<file path="config.mk">
export PLATFORM = sky130hd
export DESIGN_NAME = sort_result_collector
export DESIGN_NICKNAME = d
export VERILOG_FILES = /design/src/rtl/sort_pkg.sv /design/src/rtl/sort_collector_buf.sv /design/src/rtl/sort_result_collector.sv
export SDC_FILE = /design/constraint.sdc
export NUM_CORES = 2
export LEC_CHECK = 0
export BUFFER_PORTS_ARGS = -buffer_cell sky130_fd_sc_hd__buf_2
export CELL_PAD_IN_SITES_DETAIL_PLACEMENT = 0
export CELL_PAD_IN_SITES_GLOBAL_PLACEMENT = 1
export CORE_MARGIN = 3
export CORE_UTILIZATION = 30
export DETAILED_ROUTE_END_ITERATION = 10
export PLACE_DENSITY = 0.53
export SLEW_MARGIN = 0
export SYNTH_ARGS = -nofsm -noshare
export SYNTH_HDL_FRONTEND = slang
export SYNTH_SLANG_ARGS = --single-unit
</file>
<file path="constraint.sdc">
create_clock -name clk -period 3.8 [get_ports clk]
set_clock_uncertainty 0.15 [all_clocks]
set_input_delay 0.57 -clock clk [delete_from_list [all_inputs] [get_ports clk]]
set_output_delay 0.57 -clock clk [all_outputs]
set_load 0.03 [all_outputs]
</file>
<file path="src/rtl/sort_pkg.sv">
// Types and default sizes shared by the bubble-sort FSM and its result collector.
package sort_pkg;

  localparam int SORT_WIDTH = 32;
  localparam int SORT_DEPTH = 64;

  typedef logic [SORT_WIDTH-1:0] word_t;

  typedef enum logic [1:0] {
    IDLE    = 2'd0,
    CAPTURE = 2'd1,
    DRAIN   = 2'd2,
    DONE    = 2'd3
  } state_t;

endpackage

</file>
<file path="src/rtl/sort_collector_buf.sv">
// DEPTH x WIDTH register array: one synchronous write port, one asynchronous read port.
module sort_collector_buf #(
  parameter  int WIDTH = 32,
  parameter  int DEPTH = 64,
  localparam int AW    = $clog2(DEPTH)
) (
  input  logic             clk,
  input  logic             we,
  input  logic [AW-1:0]    waddr,
  input  logic [WIDTH-1:0] wdata,
  input  logic [AW-1:0]    raddr,
  output logic [WIDTH-1:0] rdata
);

  logic [WIDTH-1:0] mem [DEPTH];

  always_ff @(posedge clk) begin
    if (we) mem[waddr] <= wdata;
  end

  assign rdata = mem[raddr];

endmodule

</file>
<file path="src/rtl/sort_result_collector.sv">
// Captures the sorter's descending word stream, flags ordering violations, then replays it over valid/ready.
// Optional SORT_COLLECTOR_CHECKSUM_EN adds a running sum of captured words on the checksum port.
module sort_result_collector
  import sort_pkg::*;
#(
  parameter  int WIDTH = SORT_WIDTH,
  parameter  int DEPTH = SORT_DEPTH,
  localparam int AW    = $clog2(DEPTH),
  localparam int CW    = AW + 1
) (
  input  logic             clk,
  input  logic             reset,
  input  logic [31:0]      n,
  input  logic             start,
  input  logic             in_valid,
  input  logic [WIDTH-1:0] in_data,
  output logic             out_valid,
  output logic [WIDTH-1:0] out_data,
  input  logic             out_ready,
  output logic             busy,
  output logic             done,
  output logic             order_err,
  output logic             ovf_err,
  output logic [CW-1:0]    count
`ifdef SORT_COLLECTOR_CHECKSUM_EN
  ,
  output logic [WIDTH+AW-1:0] checksum
`endif
);

  state_t           state_q, state_d;
  logic [CW-1:0]    len_q;
  logic [CW-1:0]    count_q;
  logic [CW-1:0]    rd_ptr_q;
  logic [WIDTH-1:0] prev_q;
  logic             order_err_q;
  logic             ovf_err_q;
  logic [WIDTH-1:0] rd_data;

  logic             n_over;
  logic [CW-1:0]    n_len;
  logic             accept_start;
  logic             wr_en;
  logic             xfer;

  // n is judged at full 32 bits before clamping so large values cannot alias into range
  assign n_over       = (n > 32'(DEPTH));
  assign n_len        = n_over ? CW'(DEPTH) : n[CW-1:0];
  assign accept_start = (state_q == IDLE) && start;
  assign wr_en        = (state_q == CAPTURE) && in_valid;
  assign xfer         = out_valid && out_ready;

  always_comb begin
    state_d = state_q;
    unique case (state_q)
      IDLE:    if (start) state_d = (n_len == '0) ? DONE : CAPTURE;
      CAPTURE: if (wr_en && ((count_q + CW'(1)) == len_q)) state_d = DRAIN;
      DRAIN:   if (xfer && (rd_ptr_q == (count_q - CW'(1)))) state_d = DONE;
      DONE:    state_d = IDLE;
      default: state_d = IDLE;
    endcase
  end

  always_ff @(posedge clk) begin
    if (reset) begin
      state_q     <= IDLE;
      len_q       <= '0;
      count_q     <= '0;
      rd_ptr_q    <= '0;
      prev_q      <= '0;
      order_err_q <= 1'b0;
      ovf_err_q   <= 1'b0;
    end else begin
      state_q <= state_d;
      if (accept_start) begin
        len_q       <= n_len;
        ovf_err_q   <= n_over;
        count_q     <= '0;
        rd_ptr_q    <= '0;
        order_err_q <= 1'b0;
      end
      if (wr_en) begin
        count_q <= count_q + CW'(1);
        prev_q  <= in_data;
        // the first word of a job has no predecessor to compare against
        if ((count_q != '0) && (in_data > prev_q)) order_err_q <= 1'b1;
      end
      if (xfer) rd_ptr_q <= rd_ptr_q + CW'(1);
    end
  end

  sort_collector_buf #(
    .WIDTH (WIDTH),
    .DEPTH (DEPTH)
  ) u_buf (
    .clk   (clk),
    .we    (wr_en),
    .waddr (count_q[AW-1:0]),
    .wdata (in_data),
    .raddr (rd_ptr_q[AW-1:0]),
    .rdata (rd_data)
  );

  // the buffer is never reset, so mask its read port while nothing is being offered
  assign out_valid = (state_q == DRAIN) && (rd_ptr_q < count_q);
  assign out_data  = out_valid ? rd_data : '0;
  assign busy      = (state_q != IDLE);
  assign done      = (state_q == DONE);
  assign order_err = order_err_q;
  assign ovf_err   = ovf_err_q;
  assign count     = count_q;

`ifdef SORT_COLLECTOR_CHECKSUM_EN
  logic [WIDTH+AW-1:0] sum_q;

  always_ff @(posedge clk) begin
    if (reset) begin
      sum_q <= '0;
    end else if (accept_start) begin
      sum_q <= '0;
    end else if (wr_en) begin
      sum_q <= sum_q + (WIDTH+AW)'(in_data);
    end
  end

  assign checksum = sum_q;
`endif

endmodule

</file>
# --- Word level (Yosys, flattened, before mapping) ---
# Memories as Yosys holds them, arrays and structs flattened. A register that Yosys moved wholly into a read port is not among the register bits.
# Index checks and enable logic that the tools add are counted.
word_totals:
  mem_bits_rw: 2048
  output_inout_bits: 44
  in_bits: 69
  word_cells: 53
  regBits: 57
  memories: 1
memory_table:
  columns: ["memory", "depth", "word_bits", "rd", "rd_ports_with_merged_regs", "write_ports", "line_no", "source"]
  rows:
  - ["u_buf.mem", 64, 32, 1, 1, 1, "sort_collector_buf.sv:15", "logic [WIDTH-1:0] mem [DEPTH];"]
op_classes:
  magnitude_cmp: 3
  reduce_logical: 14
  mux: 17
  n_eq_ne: 8
  addsub: 3
ops:
  columns: ["cell", "count"]
  rows:
  - ["$gt A32 B32 Y1", 1]
  - ["$gt A32 B7 Y1 const B", 1]
  - ["$mux W32", 1]
  - ["$mux W7", 4]
  - ["$add A7 B1 Y7 const B", 2]
  - ["$eq A7 B7 Y1", 2]
  - ["$mux W6", 2]
  - ["$mux W2", 4]
  - ["$pmux W2 S4", 1]
  - ["$logic_and A1 B1 Y1", 7]
  - ["$logic_not A7 Y1", 1]
  - ["$lt A7 B7 Y1", 1]
  - ["$reduce_bool A7 Y1", 1]
  - ["$sub A7 B1 Y7 const B", 1]
  - ["$reduce_bool A2 Y1", 3]
  - ["$mux W1", 5]
  - ["$eq A2 B2 Y1 const B", 2]
  - ["$ne A2 B2 Y1 const B", 2]
  - ["$reduce_and A3 Y1", 1]
  - ["$eq A2 B1 Y1 const B", 1]
  - ["$logic_not A2 Y1", 1]
  - ["$ne A2 B1 Y1 const B", 1]

# --- Longest topological paths before layout ---
depth:
  depth_word: 6
  mapped_depth: 13
  ltp_nobuf: 9

# --- Modules after synthesis ---
# Synthesis repeated with hierarchy kept, for this count alone.
hier_totals:
  hier_cells: 3804
  area_unflattened_um2: 81740.9
modules_own_cells:
  columns: ["mod", "area_each_um2", "seq_area_each_um2", "cells_per_inst", "instances"]
  rows:
  - ["sort_collector_buf", 77874.7, 61499.0, 3292, 1]
  - ["sort_result_collector", 3866.2, 1141.1, 512, 1]

# --- Worst setup path after synthesis ---
# No wires, ideal clock.
synth_path:
  path_type: "reg2out"
  from: "register count_q[3] (netlist: count[3])"
  to: "output out_data[14]"
  required_ps: 3080
  path_stages_with_launch: 13
  slack_ps: -332
  path_buffers: 3
  t_arrival_ps: 3412
  path_cell_list: "dfxtp_1 clkbuf_1 clkinv_1 ha_1 o211a_1 o31ai_1 a21oi_1 or3b_2 buf_2 inv_1 nand2_1 clkbuf_1 o22ai_1"
synth_between:
  elab_chain_cells: 3
synth_lines:
  columns: ["item", "line_no", "source"]
  rows:
  - ["start: declaration", "sort_result_collector.sv:33", "logic [CW-1:0] count_q;"]
  - ["start signal: assignment", "sort_result_collector.sv:83", "count_q <= count_q + CW'(1);"]
  - ["$lt A7 B7 Y1", "sort_result_collector.sv:105", "assign out_valid = (state_q == DRAIN) && (rd_ptr_q < count_q);"]
  - ["$logic_and A1 B1 Y1", "sort_result_collector.sv:105", null]
  - ["via out_valid", "sort_result_collector.sv:17", "output logic out_valid,"]
  - ["$mux W32", "sort_result_collector.sv:106", "assign out_data = out_valid ? rd_data : '0;"]
  - ["end: declaration", "sort_result_collector.sv:18", "output logic [WIDTH-1:0] out_data,"]
# The timed path passes the listed nets, and every way through them passes these cells.

==> flow_metrics.tcl <==
set metrics [dict create \
    crit_slowest_cell "mux4_2" \
    yosysSeqAreaShare_pct 76.7 \
    synthCells 3624 \
    hold_viol_final 0 \
    min_period_over_period_pct 113 \
    power.density_nw_per_um2 483 \
    min_period_ns 4.31 \
    synth_edf_count 2048 \
    track_usage_pct 17.7 \
    drv_slew 0 \
    avgSynthCellArea_um2 22.6 \
    stdcell_count 7955 \
    wl_per_cell_um 31.6 \
    fmax_mhz 232 \
    cp-start-kind "flip-flop" \
    r2r_setup_slack_ns 0.67 \
    initial_core_util_pct 30.2 \
    insertion_delay_ns 0.86 \
    synthDistinctLibCells 57 \
    syn_to_final_growth_pct 22.1 \
    core_um2 271000 \
    cp.arrival_ns 3.59 \
    tightest_slew_ns 1.46 \
    status "complete, but fails checks" \
    worst-path-max-fanout 13 \
    cp-end-kind "output pin" \
    ios 113 \
    multi_input_area_um2 19300 \
    synthFlopType "edfxtp_1" \
    irDropWorstVdd_mv 0.366 \
    critPathKind "reg -> out" \
    htree_levels 4 \
    dr.pass1.iters 5 \
    ys_ff_latch 2111 \
    cp.required_ns 3.08 \
    worst_hold_path.num_cells 3 \
    drc 0 \
    place_congestion 0.774 \
    timing.rr.start "state_q[1]" \
    worstRegToRegCells 7 \
    cap_violations 0 \
    drive_gt1_share_pct 37.2 \
    antenna_found_initial 23 \
    rsz0062_at_grt "true" \
    worst_r2r_endpoint "u_buf.mem[61][26]" \
    layout_setup_ws_ns -0.510 \
    cts_num_sinks 2111 \
    grt_pass1_vias 41900 \
    cts_made_buffers 219 \
    grt_max_degree 66 \
    cts-root-buf "clkbuf_16" \
    drt_iter0_drc 4768 \
    std_cell_rows 191 \
    setup_viol 32 \
    tns_ns -12.64 \
    via_count 40900 \
    max_stage_delay_ns 0.58 \
    synth_nets 3740 \
    holdCritStartpoint "in_data[25]" \
    synth_warnings 0 \
    hp-class "in -> reg" \
    clkTransAtPathRegs_ns 0.06 \
    violations "setup timing" \
    p_leak_nw 30.2 \
    regArea_um2 62800 \
    dp_cells 7422 \
    nets 4320 \
    wirelength_um 252000 \
    drt-vias-per-instance 5.14 \
    tritoncts "done" \
    dp_hpwl_um 140000 \
    synth_area_um2 81900 \
    async_flop_share_pct 0 \
    max_slew_margin_pct 2.43 \
    cts_buffer_depth 3 \
    grt_overflow_total 0 \
    fp.dieW_um 528 \
    crit_path_cell_trace "buf_4 -> buf_16 -> mux4_2 -> mux4_2 -> nor2b_1 -> a211oi_2 -> a211oi_2 -> buf_4" \
    die_y_um 528 \
    ant_nets 0 \
    die-area_um2 279000 \
    hold_end "prev_q[25]" \
    fillerInstances 24500 \
    io_buffer_count 112 \
    grt_pass1_wl_um 344000 \
]
-- per-stage QoR --
stage	setup slack (ns)	hold slack (ns)	utilization, %	instance area, um2	power [mW]
floorplan	0.0201	0.286	-	82200	26.8
global placement	0.0481	0.293	33.3	90200	27.8
detailed placement	0.0753	0.297	33.3	90200	27.8
CTS	-0.585	0.0537	36.6	99200	48.8
global route	-0.615	0.0739	36.8	99900	49.8
finish	-0.510	0.106	36.8	99900	48.3
-- layout by cell type, fill, tap and decap left out, types with 8 or more instances in the layout --
cell type,n
nand3_1,23
a22oi_2,8
dfxtp_1,56
bufinv_16,17
edfxtp_1,2048
a211oi_1,15
ha_1,45
o22ai_4,25
dlygate4sd3_1,19
xnor2_1,10
mux4_2,603
buf_16,26
mux2i_4,10
a211oi_2,17
clkinv_1,49
nor2b_1,21
nor2_1,37
clkbuf_1,55
mux2i_1,52
o21ai_0,15
clkinv_2,33
nor2_4,64
nand2_1,95
buf_2,81
a22oi_1,26
a21oi_1,71
mux2_2,14
nand4_1,8
buf_4,249
buf_12,99
buf_6,56
a21oi_2,14
inv_1,42
clkbuf_16,231
-- sequential cells by signal (all words and copies together), names as in the netlist, named ones only --
signal	flops
count	7
prev_q	32
rd_ptr_q	7
len_q	7
ovf_err	1
state_q	2
order_err	1
u_buf.mem	2048
-- per-layer routing --
layer	GRT usage, %	share of wire [%]	vias to the layer above
met4	4.88	2.4	12
met5	0	0.027	-
met2	27.4	46	1551
met1	25.5	44	22400
li1	-	-	16600
met3	3.33	7.0	317
-- cells by family after synthesis --
logic type | synth area share (%)
DFF | 76.7
buffers and inverters | 1.41
xor gates and xnor gates | 0.171
muxes | 17.6
and+or+nand+nor | 1.56
adders and majority gates | 0.718
AOI/OAI and AO/OA | 1.84
-- worst max-delay path by stage --
stage / to / slack (ns)
6_report: out_data[30] / -0.51
5_1_grt: out_data[6] / -0.61
4_1_cts: out_data[6] / -0.59
3_5_place_dp: out_data[6] / 0.08
3_3_place_gp: out_data[6] / 0.05
2_1_floorplan: out_data[29] / 0.02
-- power breakdown --
group          internal [mW]  total (mW)  switching, mW
clock network           11.8        20.9           9.10
registers               25.7        25.7         0.0448
logic                  0.504        1.67           1.17
-- synthesized netlist by cell type (7+ instances only) --
cell type,instances,share of area [%]
a21oi_1,90,0.55
nand2_1,96,0.44
nand3_1,23,0.14
xnor2_1,10,0.11
a22oi_1,34,0.31
mux4_2,603,17
o21ai_1,13,0.079
o22ai_1,26,0.20
mux2i_1,69,0.84
clkbuf_1,61,0.28
ha_1,47,0.72
buf_1,16,0.073
o21ai_0,15,0.092
nor2b_1,22,0.17
nand4_1,8,0.061
buf_2,85,0.52
edfxtp_1,2048,75
a211oi_1,34,0.31
nor3_1,7,0.043
inv_1,46,0.21
buf_6,12,0.17
nor4_1,7,0.053
buf_4,17,0.16
dfxtp_1,63,1.5
mux2_2,14,0.19
nor2_1,101,0.46
-- worst max-delay path, delay by kind of cell, from the launching register on --
family	cells	cell delay (ns)
muxes	2	1.12
DFF	1	0.40
buffers and inverters	3	0.52
and+or+nand+nor	1	0.19
AOI/OAI and AO/OA	2	0.48
-- area by class of cell --
class	count	area share, %
clock buffers	278	5.75
well taps	3570	4.47
flip-flops and latches	2111	62.8
diodes	4	0.0100
clock inverters	120	1.19
inverters	47	0.185
multi-input cells	1275	19.3
repair buffers	550	6.23
-- timing repair --
action                                 4_1_cts  5_1_grt
resized for setup                          199       62
setup endpoints to repair                   33       33
cloned                                      12       14
hold buffers                                19        0
pin swaps                                   23       30
buffers inserted                            65       29
endpoints found under the hold margin       24        0
Power figures use the tool's default switching activity.
